File: src/rtl/mem_arbiter.sv
// mem_arbiter: shares one byte-wide single-ported RAM between the IF and LS
// ports of the core. Each 32-bit access becomes four little-endian byte
// transfers. LS has fixed priority over IF, and a grant is only taken in IDLE.
// All RAM-side outputs and the done pulses are registered. They are computed
// from the next state, so they line up with the state they belong to.
module mem_arbiter #(
  parameter int ADDR_W = 32,
  parameter int DATA_W = 32
) (
  input  logic              clk,
  input  logic              rst,
  input  logic              if_req,
  input  logic [ADDR_W-1:0] if_addr,
  output logic [DATA_W-1:0] if_rdata,
  output logic              if_done,
  input  logic              ls_req,
  input  logic              ls_we,
  input  logic [ADDR_W-1:0] ls_addr,
  input  logic [3:0]        ls_bsel,
  input  logic [DATA_W-1:0] ls_wdata,
  output logic [DATA_W-1:0] ls_rdata,
  output logic              ls_done,
  output logic              stall_req,
  output logic              mem_ce,
  output logic              mem_we,
  output logic [ADDR_W-1:0] mem_addr,
  output logic [7:0]        mem_din,
  input  logic [7:0]        mem_dout
);

  typedef enum logic [2:0] {
    ST_IDLE    = 3'd0,
    ST_RD      = 3'd1,
    ST_RD_TAIL = 3'd2,
    ST_WR      = 3'd3,
    ST_DONE    = 3'd4
  } state_t;

  // Select byte lane idx of a word (lane i = bits [8i+7:8i]).
  function automatic logic [7:0] byte_lane(input logic [DATA_W-1:0] word,
                                           input logic [1:0]        idx);
    logic [7:0] lane_v;
    case (idx)
      2'd0:    lane_v = word[7:0];
      2'd1:    lane_v = word[15:8];
      2'd2:    lane_v = word[23:16];
      2'd3:    lane_v = word[31:24];
      default: lane_v = 8'h00;
    endcase
    return lane_v;
  endfunction

  // Word-align a byte address. The low two bits never reach the RAM.
  function automatic logic [ADDR_W-1:0] word_base(input logic [ADDR_W-1:0] addr);
    return {addr[ADDR_W-1:2], 2'b00};
  endfunction

  // Sequencer state and latched transaction context
  state_t            state_r,   state_s;
  logic [1:0]        cnt_r,     cnt_s;
  logic [ADDR_W-1:0] base_r,    base_s;
  logic              own_ls_r,  own_ls_s;
  logic [DATA_W-1:0] wdata_r,   wdata_s;
  logic [3:0]        bsel_r,    bsel_s;
  // Lanes 0..2 of a read in progress; lane 3 arrives in RD_TAIL
  logic [23:0]       rbuf_r,    rbuf_s;

  // Registered outputs
  logic [DATA_W-1:0] if_rdata_r, if_rdata_s;
  logic [DATA_W-1:0] ls_rdata_r, ls_rdata_s;
  logic              if_done_r,  if_done_s;
  logic              ls_done_r,  ls_done_s;
  logic              mem_ce_r,   mem_ce_s;
  logic              mem_we_r,   mem_we_s;
  logic [ADDR_W-1:0] mem_addr_r, mem_addr_s;
  logic [7:0]        mem_din_r,  mem_din_s;

  // Next-state, context capture and next-cycle RAM/done outputs
  always_comb begin
    state_s    = state_r;
    cnt_s      = cnt_r;
    base_s     = base_r;
    own_ls_s   = own_ls_r;
    wdata_s    = wdata_r;
    bsel_s     = bsel_r;
    rbuf_s     = rbuf_r;
    if_rdata_s = if_rdata_r;
    ls_rdata_s = ls_rdata_r;
    mem_ce_s   = 1'b0;
    mem_we_s   = 1'b0;
    mem_addr_s = {ADDR_W{1'b0}};
    mem_din_s  = 8'h00;
    if_done_s  = 1'b0;
    ls_done_s  = 1'b0;

    case (state_r)
      ST_IDLE: begin
        cnt_s = 2'd0;
        if (ls_req) begin
          // LS wins any tie; the IF request keeps waiting for the next IDLE
          own_ls_s = 1'b1;
          base_s   = word_base(ls_addr);
          wdata_s  = ls_wdata;
          bsel_s   = ls_bsel;
          state_s  = ls_we ? ST_WR : ST_RD;
        end else if (if_req) begin
          own_ls_s = 1'b0;
          base_s   = word_base(if_addr);
          bsel_s   = 4'b0000;
          state_s  = ST_RD;
        end else begin
          state_s  = ST_IDLE;
        end
      end

      ST_RD: begin
        // The RAM returns a byte one cycle after it was addressed.
        case (cnt_r)
          2'd1:    rbuf_s[7:0]   = mem_dout;
          2'd2:    rbuf_s[15:8]  = mem_dout;
          2'd3:    rbuf_s[23:16] = mem_dout;
          default: rbuf_s        = rbuf_r;
        endcase
        if (cnt_r == 2'd3) begin
          cnt_s   = 2'd0;
          state_s = ST_RD_TAIL;
        end else begin
          cnt_s   = cnt_r + 2'd1;
          state_s = ST_RD;
        end
      end

      ST_RD_TAIL: begin
        // The last byte is here. The full word goes to the owner's register in one step.
        if (own_ls_r) begin
          ls_rdata_s = {mem_dout, rbuf_r};
        end else begin
          if_rdata_s = {mem_dout, rbuf_r};
        end
        state_s = ST_DONE;
      end

      ST_WR: begin
        if (cnt_r == 2'd3) begin
          cnt_s   = 2'd0;
          state_s = ST_DONE;
        end else begin
          cnt_s   = cnt_r + 2'd1;
          state_s = ST_WR;
        end
      end

      ST_DONE: begin
        // Requests are not resampled here. This forces one IDLE cycle between transactions.
        state_s = ST_IDLE;
      end

      default: begin
        state_s = ST_IDLE;
        cnt_s   = 2'd0;
      end
    endcase

    // RAM drive for the cycle the next state describes
    if ((state_s == ST_RD) || (state_s == ST_WR)) begin
      mem_ce_s   = 1'b1;
      mem_addr_s = base_s + {{(ADDR_W-2){1'b0}}, cnt_s};
      if (state_s == ST_WR) begin
        mem_we_s  = bsel_s[cnt_s];
        mem_din_s = byte_lane(wdata_s, cnt_s);
      end else begin
        mem_we_s  = 1'b0;
        mem_din_s = 8'h00;
      end
    end else begin
      mem_ce_s   = 1'b0;
      mem_addr_s = {ADDR_W{1'b0}};
    end

    // One-cycle completion pulse to whichever port owns the transaction
    if (state_s == ST_DONE) begin
      if_done_s = ~own_ls_s;
      ls_done_s = own_ls_s;
    end else begin
      if_done_s = 1'b0;
      ls_done_s = 1'b0;
    end
  end

  // State and output registers with synchronous active-low reset
  always_ff @(posedge clk) begin
    if (!rst) begin
      state_r    <= ST_IDLE;
      cnt_r      <= 2'd0;
      base_r     <= {ADDR_W{1'b0}};
      own_ls_r   <= 1'b0;
      wdata_r    <= {DATA_W{1'b0}};
      bsel_r     <= 4'b0000;
      rbuf_r     <= 24'h000000;
      if_rdata_r <= {DATA_W{1'b0}};
      ls_rdata_r <= {DATA_W{1'b0}};
      if_done_r  <= 1'b0;
      ls_done_r  <= 1'b0;
      mem_ce_r   <= 1'b0;
      mem_we_r   <= 1'b0;
      mem_addr_r <= {ADDR_W{1'b0}};
      mem_din_r  <= 8'h00;
    end else begin
      state_r    <= state_s;
      cnt_r      <= cnt_s;
      base_r     <= base_s;
      own_ls_r   <= own_ls_s;
      wdata_r    <= wdata_s;
      bsel_r     <= bsel_s;
      rbuf_r     <= rbuf_s;
      if_rdata_r <= if_rdata_s;
      ls_rdata_r <= ls_rdata_s;
      if_done_r  <= if_done_s;
      ls_done_r  <= ls_done_s;
      mem_ce_r   <= mem_ce_s;
      mem_we_r   <= mem_we_s;
      mem_addr_r <= mem_addr_s;
      mem_din_r  <= mem_din_s;
    end
  end

  assign if_rdata = if_rdata_r;
  assign ls_rdata = ls_rdata_r;
  assign if_done  = if_done_r;
  assign ls_done  = ls_done_r;
  assign mem_ce   = mem_ce_r;
  assign mem_we   = mem_we_r;
  assign mem_addr = mem_addr_r;
  assign mem_din  = mem_din_r;

  // The pipeline freezes while any request is still waiting for its done pulse.
  assign stall_req = (if_req & ~if_done_r) | (ls_req & ~ls_done_r);

endmodule

File: config.mk
export PLATFORM = sky130hd
export DESIGN_NAME = mem_arbiter
export DESIGN_NICKNAME = d
export VERILOG_FILES = /design/src/rtl/mem_arbiter.sv
export SDC_FILE = /design/constraint.sdc
export NUM_CORES = 1
export LEC_CHECK = 0
export ABC_AREA = 0
export BUFFER_PORTS_ARGS = -buffer_cell sky130_fd_sc_hd__buf_2
export CORE_UTILIZATION = 53
export DETAILED_ROUTE_END_ITERATION = 12
export MAX_ROUTING_LAYER = met4
export PLACE_DENSITY_LB_ADDON = 0.12
export SETUP_SLACK_MARGIN = 0.2
export SYNTH_ARGS = -nofsm -noshare
export SYNTH_HDL_FRONTEND = slang
export SYNTH_SLANG_ARGS = --single-unit
File: constraint.sdc
create_clock -name clk -period 4 [get_ports clk]
set_input_delay 0.4 -clock clk [delete_from_list [all_inputs] [get_ports clk]]
set_output_delay 0.4 -clock clk [all_outputs]
set_load 0.005 [all_outputs]
Word level (Yosys, flattened, before mapping)
Cells that the tools add are included.

storage, ports and cells
  RAM bits = 0
  memories kept = 0
  register bits = 206
  ROM bits = 0
  latch bits = 0
  output and inout bits = 109
  bits of input ports = 113

operators by class
  add/subtract/negate cells = 2
  bitwise gates (word level) = 7
  muxes and demuxes = 23
  $lt $le $gt $ge = 1
  eq/ne operators = 13
  div/mod/pow operators = 0
  multiply operators = 0
  shift-type cells = 0
  reduce and logical (&&, ||, !) cells = 13

operator list
  kind                 number
  $mux 32              5
  $add 32x2->32        1
  $pmux 8 s4           1
  $reduce_and 2->1     7
  $mux 4               3
  $pmux 3 s4           1
  $eq 3x2->1 const B   3
  $eq 2x2->1 const B   4
  $mux 2               4
  $eq 3x1->1 const B   2
  $eq 3x3->1 const B   2
  $mux 1               6
  $eq 2x1->1 const B   2
  $not 1->1            4
  $pmux 2 s2           1
  $reduce_or 2->1      2
  $logic_not 3->1      1
  $lt 2x3->1 const B   1
  $mux 3               1
  $reduce_and 3->1     1
  $add 2x1->2 const B  1
  $and 1x1->1          2
  $bmux 1 s2           1
  $logic_not 2->1      1
  2 further kinds      2

Longest topological paths before layout
Gate-level depths: netlist of run 1.

  depth in word-level cells = 6
  gate-level depth with buffers = 16
  depth with buffers taken out = 14

Least setup slack after synthesis of run 1
OpenSTA, ideal clock, no wires.

  path type = register to register
  from = register cnt_r[0]
  to = register mem_addr_r[31] (netlist: mem_addr[31])
  required time = 3,885 ps
  setup slack = 800 ps
  clock period less this slack = 3,200 ps
  cell stages (with the launch flop) = 17
  arrival = 3,085 ps
  library setup time = 115 ps
  buffers on the path = 2
  path through = dfxtp_1 inv_1 ha_1 nor2b_1 a21oi_1 nor2_1 a31oi_1 clkbuf_1 inv_1 ha_1 a21oi_1 a21oi_1 o211a_1 nand4_1 buf_2 o31a_1 o21a_1

RTL lines
  what                                       RTL line  RTL
  from (decl)                                60        logic [1:0] cnt_r, cnt_s;
  from (signal assigned)                     210       cnt_r <= cnt_s;
  $add 2x1->2 or $eq 2x2->1 (tied branches)  n/a
  $mux 2 *                                   124, 144
  $pmux 2 s2 *                               96        case (state_r)
  via cnt_s[1]                               60
  $add 32x2->32 *                            167       mem_addr_s = base_s + {{(ADDR_W-2){1'b0}}, cnt_s};
  to (signal assigned)                       206       mem_addr_r <= {ADDR_W{1'b0}};
  to (signal assigned)                       222       mem_addr_r <= mem_addr_s;
  to (decl)                                  75        logic [ADDR_W-1:0] mem_addr_r, mem_addr_s;

Mark *: on every way through the listed nets, which the timed path passes. The rest lies on a longest branch.
A chain may end at the register's enable or synchronous reset.

Worst setup path after layout of run 1
  from = register state_r[2]
  to = register mem_addr_r[27] (netlist: mem_addr[27])

on the way
  word-level cells in the longest chain between the ends = 5

RTL lines
  what                                                                   RTL line  RTL
  from (decl)                                                            59        state_t state_r, state_s;
  from (signal assigned)                                                 209       state_r <= state_s;
  parallel branches: the longest is 5 deep, another holds $add 32x2->32  n/a

Parallel ways; which one is timed is not known.

==> metrics.txt, run 1 <==
Critical Path Sink Type=flip-flop; Die Ht=128 microns; R2R depth=7; fin. max-slew vios=0; net count after synthesis=1,097; clock latency reported for the late side of the worst-skew pair=500 ps; initial cell density of the core=55.0%; DRC Markers=0; Detailed Place HPWL=14,800 microns; area leader, netlist=sky130_fd_sc_hd__dfxtp_1; post-CTS setup-driven buffer insertion count=0; count of TritonRoute iterations in the first routing pass=8; dominant cell by count in the synthesized netlist=sky130_fd_sc_hd__nand2_1; Post-Synthesis Mean Instance Area=8.64 sq um; number of buffers on the longest clock path=3; maximum number of pins on one net before global-route repair=91; hold violation count in the final report=0; CTS tree=yes; startpoint of the tightest hold check path=ls_wdata[17]; Min Hold Slack=about 160 ps; part of the Yosys area used for sequential elements=48.8%; post-detailed-route via-to-cell ratio=between 5 and 6; Static Leak=4.58 nW; number of antenna violations at the first check in global routing=1; row cnt=45; type of the worst setup path=reg2reg; fin area=10,400 sq um; synth cell count leaders=sky130_fd_sc_hd__nand2_1, sky130_fd_sc_hd__dfxtp_1, sky130_fd_sc_hd__a21oi_1; overall routing resource usage=27.8%; core outline area=15,400 sq um; library cell contributing the largest single delay on the critical path=sky130_fd_sc_hd__or3_2; fill cell total of the finished layout=1,322; required time of the critical path=between 4000 and 5000 ps; Setup WS post-layout=564 ps; number of enable-type register cells in the synthesized netlist=0; TNS Setup=0 ps; worst vdd ir=0.337 mV; worst-path fanout max=24; largest stage delay on the critical path=about 800 ps; port buffer count=217; time the worst path needs with I/O delays and setup=3440 ps; number of register bits inferred by synthesis=206; top area cells in the synthesized netlist=sky130_fd_sc_hd__dfxtp_1, sky130_fd_sc_hd__nand2_1, sky130_fd_sc_hd__mux2i_1; power per cell area=478 nW/um^2; placed instance area=approximately 9600 sq um; Area growth syn-to-layout=22.7%; final RePlAce weighted congestion=0.871; CTS buffer count=22; setup clock skew after layout=13.0 ps; critical path, cell by cell=or3_2, nor2_1, a2bb2oi_1, and4b_1, nand4_1, nor4_1, mux2i_1; post-synthesis instance total=978; top_reg_cell synth=sky130_fd_sc_hd__dfxtp_1; outcome=completed; total I/O pin count=222; Netlist Area Pre-Place=8450 sq um; final clock period utilization by the worst path=a little under nine tenths; detailed router's first-iteration violation count=375; proportion of register bits with asynchronous set or reset after synthesis=0%; clock sink count=roughly 210; Max Clock Freq=~290 MHz; die area=16,500 sq um; number of levels the H-tree was split into=1; reg-to-reg startpoint=state_r[2]$_SDFF_PN0_; number of cells traversed by the worst hold path=3; post-layout net count=around 1,300; Detail Route Antenna Nets=0; distinct cell type count of the synthesized netlist=68; wire length of the first global-routing pass=35,400 microns; transition time at the pin with the least slew margin=920 ps; clock slew at reported path FFs=60 ps; vias after detailed routing=roughly 7,500; number of max-cap violations=0; class of the tightest hold or removal check=in2reg; clock tree root buffer cell=sky130_fd_sc_hd__clkbuf_16; worst-case setup slack after placement=523 ps; origin of the worst setup path=state_r[2]$_SDFF_PN0_; width of the die=128 microns; Slew HR=38.6%; final global-route overflow total=0; data arrival time at the worst-slack endpoint=3860 ps; total number of yosys warnings=0; setup-violating endpoint count in the final report=0; share of layout cells above drive strength 1=24.7%; average detailed-routed wire length per instance=15.9 microns; total wire length=between 20,000 and 25,000 microns; area share of the leading cell type in the synthesized netlist=approximately 49%; CP startpoint kind=flip-flop; vias in the first global route=7,010; unrepaired setup endpoints after global routing=no
## layer usage
layer | vias up | routed length, microns | global-route usage [%]
met5 | - | 0 | -
met4 | 0 | 512 | 8.86
met3 | 42 | 1300 | 4.80
met2 | 238 | 10500 | 43.8
met1 | 3524 | 9910 | 36.2
li1 | 3740 | - | -
## cells in the final DEF, fill, tap and decap left out, types with 9 or more instances in the layout
master                      netlist  final
sky130_fd_sc_hd__buf_2           14    217
sky130_fd_sc_hd__nand2_1        208    208
sky130_fd_sc_hd__dfxtp_1        206    206
sky130_fd_sc_hd__a21oi_1        110    110
sky130_fd_sc_hd__nor2_1          98     97
sky130_fd_sc_hd__mux2i_1         61     61
sky130_fd_sc_hd__and2_1          25     25
sky130_fd_sc_hd__clkbuf_16        0     23
sky130_fd_sc_hd__buf_4            7     18
sky130_fd_sc_hd__nand3_1         13     13
sky130_fd_sc_hd__o32a_1          13     13
sky130_fd_sc_hd__o22ai_1         12     12
sky130_fd_sc_hd__o21ai_0         11     11
sky130_fd_sc_hd__o221ai_1        10     10
sky130_fd_sc_hd__inv_1            9      9
sky130_fd_sc_hd__and3_1           9      9
## power by group
| part | leakage [nW] | switching, mW | internal (mW) | total [mW] |
|---|---|---|---|---|
| Clock | 0.370 | 0.797 | 1.24 | 2.04 |
| Combinational | 2.53 | 0.419 | 0.285 | 0.704 |
| Sequential | 1.68 | 0.0531 | 2.16 | 2.22 |
| Total | 4.58 | 1.27 | 3.69 | 4.96 |
## kinds of logic (layout without fill, tap and decap cells)
family	Yosys count	count (layout)	share of synthesized area (%)
AOI/OAI and AO/OA	204	204	15.6
xor gates and xnor gates	13	13	1.35
DFF	206	206	48.8
and+or+nand+nor	407	407	21.5
adders and majority gates	6	6	0.977
other	0	2	0
muxes	61	61	7.22
buffers and inverters	81	285	4.52
## stage by stage
step	util, %	total power, mW	std cells
5_1_grt	67.5	5.17	1394
2_1_floorplan	-	2.74	978
6_report	67.5	4.96	1395
3_5_place_dp	62.6	2.96	1354
4_1_cts	67.4	4.98	1393
3_3_place_gp	62.6	2.94	1354
## critical path, delay by kind of cell (launching register included)
family,cells,cell delay [ps]
compound gates,1,220
flops,1,450
mux,1,220
simple gates,5,2480
## registers in the layout, summed over array words and instances (netlist names)
name      flops
own_ls_r      1
bsel_r        4
base_r       32
rbuf_r       24
state_r       3
ls_done       1
cnt_r         2
if_done       1
mem_addr     32
ls_rdata     32
mem_we        1
mem_ce        1
wdata_r      32
if_rdata     32
mem_din       8
## repair_timing
action,CTS,global route
hold buffers,0,0
setup endpoints to repair,0,1
resized for setup,0,1
## final timing paths
check | to | slack, ps
worst max-delay path | mem_addr[27]$_SDFF_PN0_ | 560
worst min-delay path | wdata_r[17]$_SDFF_PN0_ | 160
worst max register to register | mem_addr[27]$_SDFF_PN0_ | 560
worst min register to register | ls_rdata[20]$_SDFFE_PN0P_ | 450
## final cells by class
class,count,area [sq um],area share (%)
Antenna cell,2,5.00,0.0483
Clock buffer,32,679,6.55
Clock inverter,7,62.6,0.603
Inverter,11,43.8,0.422
Multi-Input combinational cell,691,3970,38.3
Sequential cell,206,4120,39.8
Tap cell,211,264,2.55
Timing Repair Buffer,235,1220,11.8
No activity file was read; power rests on OpenSTA's default activity.
==> inputs of run 2 (changes only) <==
Clock period 4 ns to 3.95 ns, I/O delays scaled along.
==> run 2 against run 1 <==
Against the previous run: fmax is 0.95% lower; cell count about the same; first-iteration DRC count is 19% higher; sequential share of layout area up 0.19 points; largest cell class unchanged; largest power group unchanged; worst hold slack worse by 20 ps.
==> metrics.txt, run 2 (synthesis gave the netlist of run 1 again) <==
die area=16,500 sq um; final RePlAce weighted congestion=0.874; clock sink count=206; CTS buffer count=22; Detailed Place HPWL=14,800 microns; setup-violating endpoint count in the final report=0; transition time at the pin with the least slew margin=861 ps; Critical Path Sink Type=flip-flop; overall routing resource usage=26.9%; Area growth syn-to-layout=22.1%; average detailed-routed wire length per instance=15.6 microns; Static Leak=between 4 and 5 nW; total I/O pin count=approximately 220; DRC Markers=0; startpoint of the tightest hold check path=ls_wdata[24]; fin. max-slew vios=0; post-detailed-route via-to-cell ratio=5.42; CP startpoint kind=flip-flop; reg-to-reg startpoint=state_r[2]$_SDFF_PN0_; TNS Setup=0 ps; R2R depth=8; post-layout net count=1,290; final clock period utilization by the worst path=87.8%; clock power share=39.4%; initial cell density of the core=between 50% and 60%; type of the worst setup path=reg2reg; Min Hold Slack=~140 ps; width of the die=128 microns; vias in the first global route=between 6,000 and 7,000; power per cell area=472 nW/um^2; number of max-cap violations=0; worst-path fanout max=19; Detail Route Antenna Nets=0; port buffer count=217; time the worst path needs with I/O delays and setup=approximately 3500 ps; clock latency reported for the late side of the worst-skew pair=510 ps; number of levels the H-tree was split into=1; hold-fix buffer count after cts=0; Slew HR=roughly 43%; clock tree root buffer cell=sky130_fd_sc_hd__clkbuf_16; total wire length=~22,000 microns; Max Clock Freq=288 MHz; number of buffers on the longest clock path=3; hold violation count in the final report=0; fin area=roughly 10,000 sq um; logic gate share of total power=14.6%; leading cell types in the layout, fill and taps excluded=sky130_fd_sc_hd__buf_2, sky130_fd_sc_hd__nand2_1, sky130_fd_sc_hd__dfxtp_1, sky130_fd_sc_hd__a21oi_1, sky130_fd_sc_hd__nor2_1; worst vdd ir=0.405 mV; count of TritonRoute iterations in the first routing pass=5; most common cell after layout, fill and taps aside=sky130_fd_sc_hd__buf_2; sequential group share of total power=between 40% and 50%; switching part of the total power=25.9%; data arrival time at the worst-slack endpoint=3900 ps; outcome=completed; internal power=3.61 mW; Die Ht=about 130 microns; P_sw=1.26 mW; required time of the critical path=4380 ps; clock slew at reported path FFs=approximately 60 ps; class of the tightest hold or removal check=in2reg; number of cells after detailed placement=1,355; number of antenna violations at the first check in global routing=1; wire length of the first global-routing pass=34,300 microns; share of layout cells above drive strength 1=~24%; vias after detailed routing=around 7,600; maximum number of pins on one net before global-route repair=83; Final Instance Count excl. Fillers=1,396; worst r2r dst=mem_addr[20]$_SDFF_PN0_; number of cells traversed by the worst hold path=3; register-to-register setup slack=a little under 500 ps; setup clock skew after layout=roughly 22 ps; detailed router's first-iteration violation count=445; core outline area=15,400 sq um; placed instance area=around 9600 sq um; unrepaired setup endpoints after global routing=no; endpoint with the worst hold slack=wdata_r[24]$_SDFF_PN0_; final global-route overflow total=0; row cnt=45; CTS tree=yes
run 2: area by class of cell:
cell class | count | area (sq um)
fillers | 1346 | 5050
flip-flops and latches | 206 | 4120
multi-input cells | 691 | 3970
repair buffers | 239 | 1250
clock buffers | 32 | 608
well taps | 211 | 264
clock inverters | 4 | 56.3
inverters | 11 | 43.8
diodes | 2 | 5.00
run 2: what timing repair did:
| action | in CTS | in global routing |
|---|---|---|
| endpoints found under the setup margin | 0 | 3 |
| buffers inserted | 0 | 3 |
| gates resized for setup | 0 | 0 |
run 2: power by group through the flow:
stage | Sequential [mW] | Combinational (mW) | Clock [mW]
after floorplan | 2.28 | 0.491 | 0
after global placement | 2.29 | 0.696 | 0
after detailed placement | 2.29 | 0.706 | 0
after CTS | 2.25 | 0.710 | 1.95
after global routing | 2.26 | 0.784 | 2.02
final | 2.24 | 0.711 | 1.92
run 2: per-layer routing:
layer,up-vias,global-route usage [%],part of all wire (%)
met2,239,44.1,47
met4,0,8.10,2.2
met5,-,-,0
met3,37,4.92,6.7
met1,3530,33.7,44
li1,3758,-,-
run 2: critical path, cell delays in order (launching register included):
cell and delay (ps):
sky130_fd_sc_hd__dfxtp_1 450, sky130_fd_sc_hd__or3_1 750, sky130_fd_sc_hd__nor2_1 380, sky130_fd_sc_hd__a2bb2oi_1 350, sky130_fd_sc_hd__and4b_1 440, sky130_fd_sc_hd__nand4_1 140
sky130_fd_sc_hd__buf_4 210, sky130_fd_sc_hd__or4_1 520, sky130_fd_sc_hd__a21oi_1 140
run 2: stage by stage:
step	util, %	total power [mW]	setup WS, ps
6_report	67.2	4.88	481
3_5_place_dp	62.7	2.99	426
4_1_cts	67.0	4.90	386
2_1_floorplan	-	2.77	750
3_3_place_gp	62.7	2.98	521
5_1_grt	67.1	5.06	215
run 2: worst max-delay path by stage:
| stage | startpoint | cells after the start | end | slack, ps |
|---|---|---|---|---|
| after global routing | cnt_r[0]$_SDFF_PN0_ | 14 | mem_addr[20]$_SDFF_PN0_ | 220 |
| final | state_r[2]$_SDFF_PN0_ | 8 | mem_addr[20]$_SDFF_PN0_ | 480 |
| after floorplan | cnt_r[0]$_SDFF_PN0_ | 16 | mem_addr[31]$_SDFF_PN0_ | 750 |
| after CTS | state_r[2]$_SDFF_PN0_ | 7 | mem_addr[29]$_SDFF_PN0_ | 390 |
| after detailed placement | state_r[2]$_SDFF_PN0_ | 7 | mem_addr[27]$_SDFF_PN0_ | 430 |
| after global placement | state_r[2]$_SDFF_PN0_ | 7 | mem_addr[29]$_SDFF_PN0_ | 520 |
==> inputs of run 3 (changes only) <==
Settings changed: CORE_UTILIZATION 53 to 30, TNS_END_PERCENT from default to 50.
Clock period 3.95 ns to 4.2 ns, I/O delays scaled along.
==> run 3 against run 2 <==
Against the previous run: clock-buffer cell count rose by 3; final area up 3.4%; setup slack better by 160 ps; cell count rose by 13%; routed wire length up 17%; first-iteration DRC count fell by 9.7%; core utilization is 29 points lower; critical path depth up 5; power about the same; worst hold slack improved by 17 ps; global-route usage shrank 9.1 points; sequential power down 6%; critical path type unchanged; largest power group unchanged; highest routed layer unchanged.
==> metrics.txt, run 3 (synthesis gave the netlist of run 1 again) <==
clock sink count=between 200 and 250; Static Leak=4.61 nW; largest stage delay on the critical path=560 ps; Detailed Place HPWL=17,600 microns; placed instance area=9870 sq um; unrepaired setup endpoints after global routing=no; number of max-cap violations=0; number of levels the H-tree was split into=1; share of layout cells above drive strength 1=24.8%; CP startpoint kind=flip-flop; Crit path top cell by count=sky130_fd_sc_hd__nand4_1; number of antenna violations at the first check in global routing=5; number of buffers on the longest clock path=3; setup-violating endpoint count in the final report=0; total wire length=25,500 microns; count of TritonRoute iterations in the first routing pass=5; critical path, cell by cell=nor2b_1, a22oi_1, nor2_1, a31oi_1, inv_2, ha_1, fa_1, nand4_1, nor3b_2, nand4_1, buf_4, or4_1, a21oi_1; clock slew at reported path FFs=60 ps; origin of the worst setup path=state_r[1]$_SDFF_PN0_; port buffer count=217; transition time at the pin with the least slew margin=736 ps; register-to-register setup slack=640 ps; worst-case setup slack after placement=611 ps; Critical Path Sink Type=flip-flop; amount of wire on met3 after detailed routing=1660 microns; core outline area=27,800 sq um; maximum number of pins on one net before global-route repair=89; overall routing resource usage=17.8%; required time of the critical path=4650 ps; worst-path fanout max=11; CTS buffer count=25; library cell contributing the largest single delay on the critical path=sky130_fd_sc_hd__dfxtp_1; vias in the first global route=between 7,000 and 8,000; average detailed-routed wire length per instance=16.2 microns; fill cell total of the finished layout=about 3,000; die area=~29,000 sq um; Die Ht=170 microns; DRC Markers=0; most common cell after layout, fill and taps aside=sky130_fd_sc_hd__buf_2; width of the die=between 150 and 200 microns; post-layout net count=1,292; post-detailed-route via-to-cell ratio=4.75; fin. max-slew vios=0; startpoint of the tightest hold check path=ls_wdata[13]; final global-route overflow total=0; power per cell area=457 nW/um^2; data arrival time at the worst-slack endpoint=4000 ps; Final Instance Count excl. Fillers=1,576; final RePlAce weighted congestion=0.825; total I/O pin count=222; Setup WS post-layout=645 ps; setup clock skew after layout=approximately 13 ps; number of cells after detailed placement=1,524; outcome=completed; type of the worst setup path=reg2reg; clock tree root buffer cell=sky130_fd_sc_hd__clkbuf_16; post-CTS setup-driven buffer insertion count=0; detailed router's first-iteration violation count=about 400; worst vdd ir=0.281 mV; leading cell types in the layout, fill and taps excluded=sky130_fd_sc_hd__buf_2, sky130_fd_sc_hd__nand2_1, sky130_fd_sc_hd__dfxtp_1, sky130_fd_sc_hd__a21oi_1, sky130_fd_sc_hd__nor2_1; reg-to-reg startpoint=state_r[1]$_SDFF_PN0_; hold violation count in the final report=0; initial cell density of the core=30.4%; Max Clock Freq=between 200 and 300 MHz; row cnt=61; Area growth syn-to-layout=26.3%; wire length of the first global-routing pass=roughly 39,000 microns; CTS tree=yes; TNS Setup=0 ps; final total power=4.88 mW; time the worst path needs with I/O delays and setup=around 3600 ps; vias after detailed routing=roughly 7,500; fin area=~11,000 sq um; Slew HR=50.9%; final clock period utilization by the worst path=84.6%; Detail Route Antenna Nets=0; hold-fix buffer count after cts=0; post-cts sizing count=0; class of the tightest hold or removal check=in2reg; met2 wire length=~11,000 microns; clock latency reported for the late side of the worst-skew pair=520 ps; routed length on met1=12,300 microns; uppermost signal routing layer after detailed routing=met4
run 3: cell count changes in the layout (fill, tap and decap cells not counted):
cell | previous run | this run
sky130_fd_sc_hd__clkinvlp_4 | 0 | 4
sky130_fd_sc_hd__diode_2 | 2 | 6
sky130_fd_sc_hd__clkbuf_16 | 22 | 25
sky130_fd_sc_hd__buf_4 | 22 | 20
sky130_fd_sc_hd__clkinv_4 | 0 | 2
sky130_fd_sc_hd__buf_12 | 0 | 1
sky130_fd_sc_hd__clkbuf_1 | 8 | 7
sky130_fd_sc_hd__clkbuf_8 | 2 | 3
sky130_fd_sc_hd__clkinv_2 | 2 | 3
sky130_fd_sc_hd__clkinv_8 | 1 | 0
sky130_fd_sc_hd__inv_6 | 0 | 1
run 3: path summary, 6_finish.rpt:
check,endpoint,depth (start not counted)
worst max-delay path,mem_addr[20]$_SDFF_PN0_,13
worst min-delay path,wdata_r[13]$_SDFF_PN0_,3
worst max register to register,mem_addr[20]$_SDFF_PN0_,13
worst min register to register,ls_rdata[2]$_SDFFE_PN0P_,2
run 3: critical path, delay by kind of cell (launching register included):
family	cells	cell delay (ps)
AO/OA/AOI/OAI	3	330
buffers and inverters	2	530
adder cells (fa/ha/maj)	2	490
flip-flops	1	560
AND/OR/NAND/NOR	6	1580
run 3: power breakdown:
part           switching (mW)  internal, mW
combinational           0.412         0.280
sequential             0.0497          2.06
clock                   0.857          1.22
run 3: final cells by class:
class / instances / area, sq um / area share (%)
clock buffers: 35 / 693 / 6.49
inverters: 11 / 43.8 / 0.410
diodes: 6 / 15.0 / 0.141
clock inverters: 11 / 101 / 0.949
well taps: 378 / 473 / 4.43
multi-input cells: 691 / 3970 / 37.2
repair buffers: 238 / 1260 / 11.8
flip-flops and latches: 206 / 4120 / 38.6
run 3: metal layers:
metal  up-vias  track usage [%]
li1       3779                -
met1      3466             23.3
met2       200             27.4
met3        38             4.19
met4         0             4.66
met5         -                -
run 3: through the flow:
| stage | util, % | hold slack (ps) |
|---|---|---|
| 2_1_floorplan | - | 444 |
| 3_3_place_gp | 35.5 | 440 |
| 3_5_place_dp | 35.5 | 443 |
| 4_1_cts | 38.4 | 134 |
| 5_1_grt | 38.4 | 139 |
| 6_report | 38.4 | 154 |
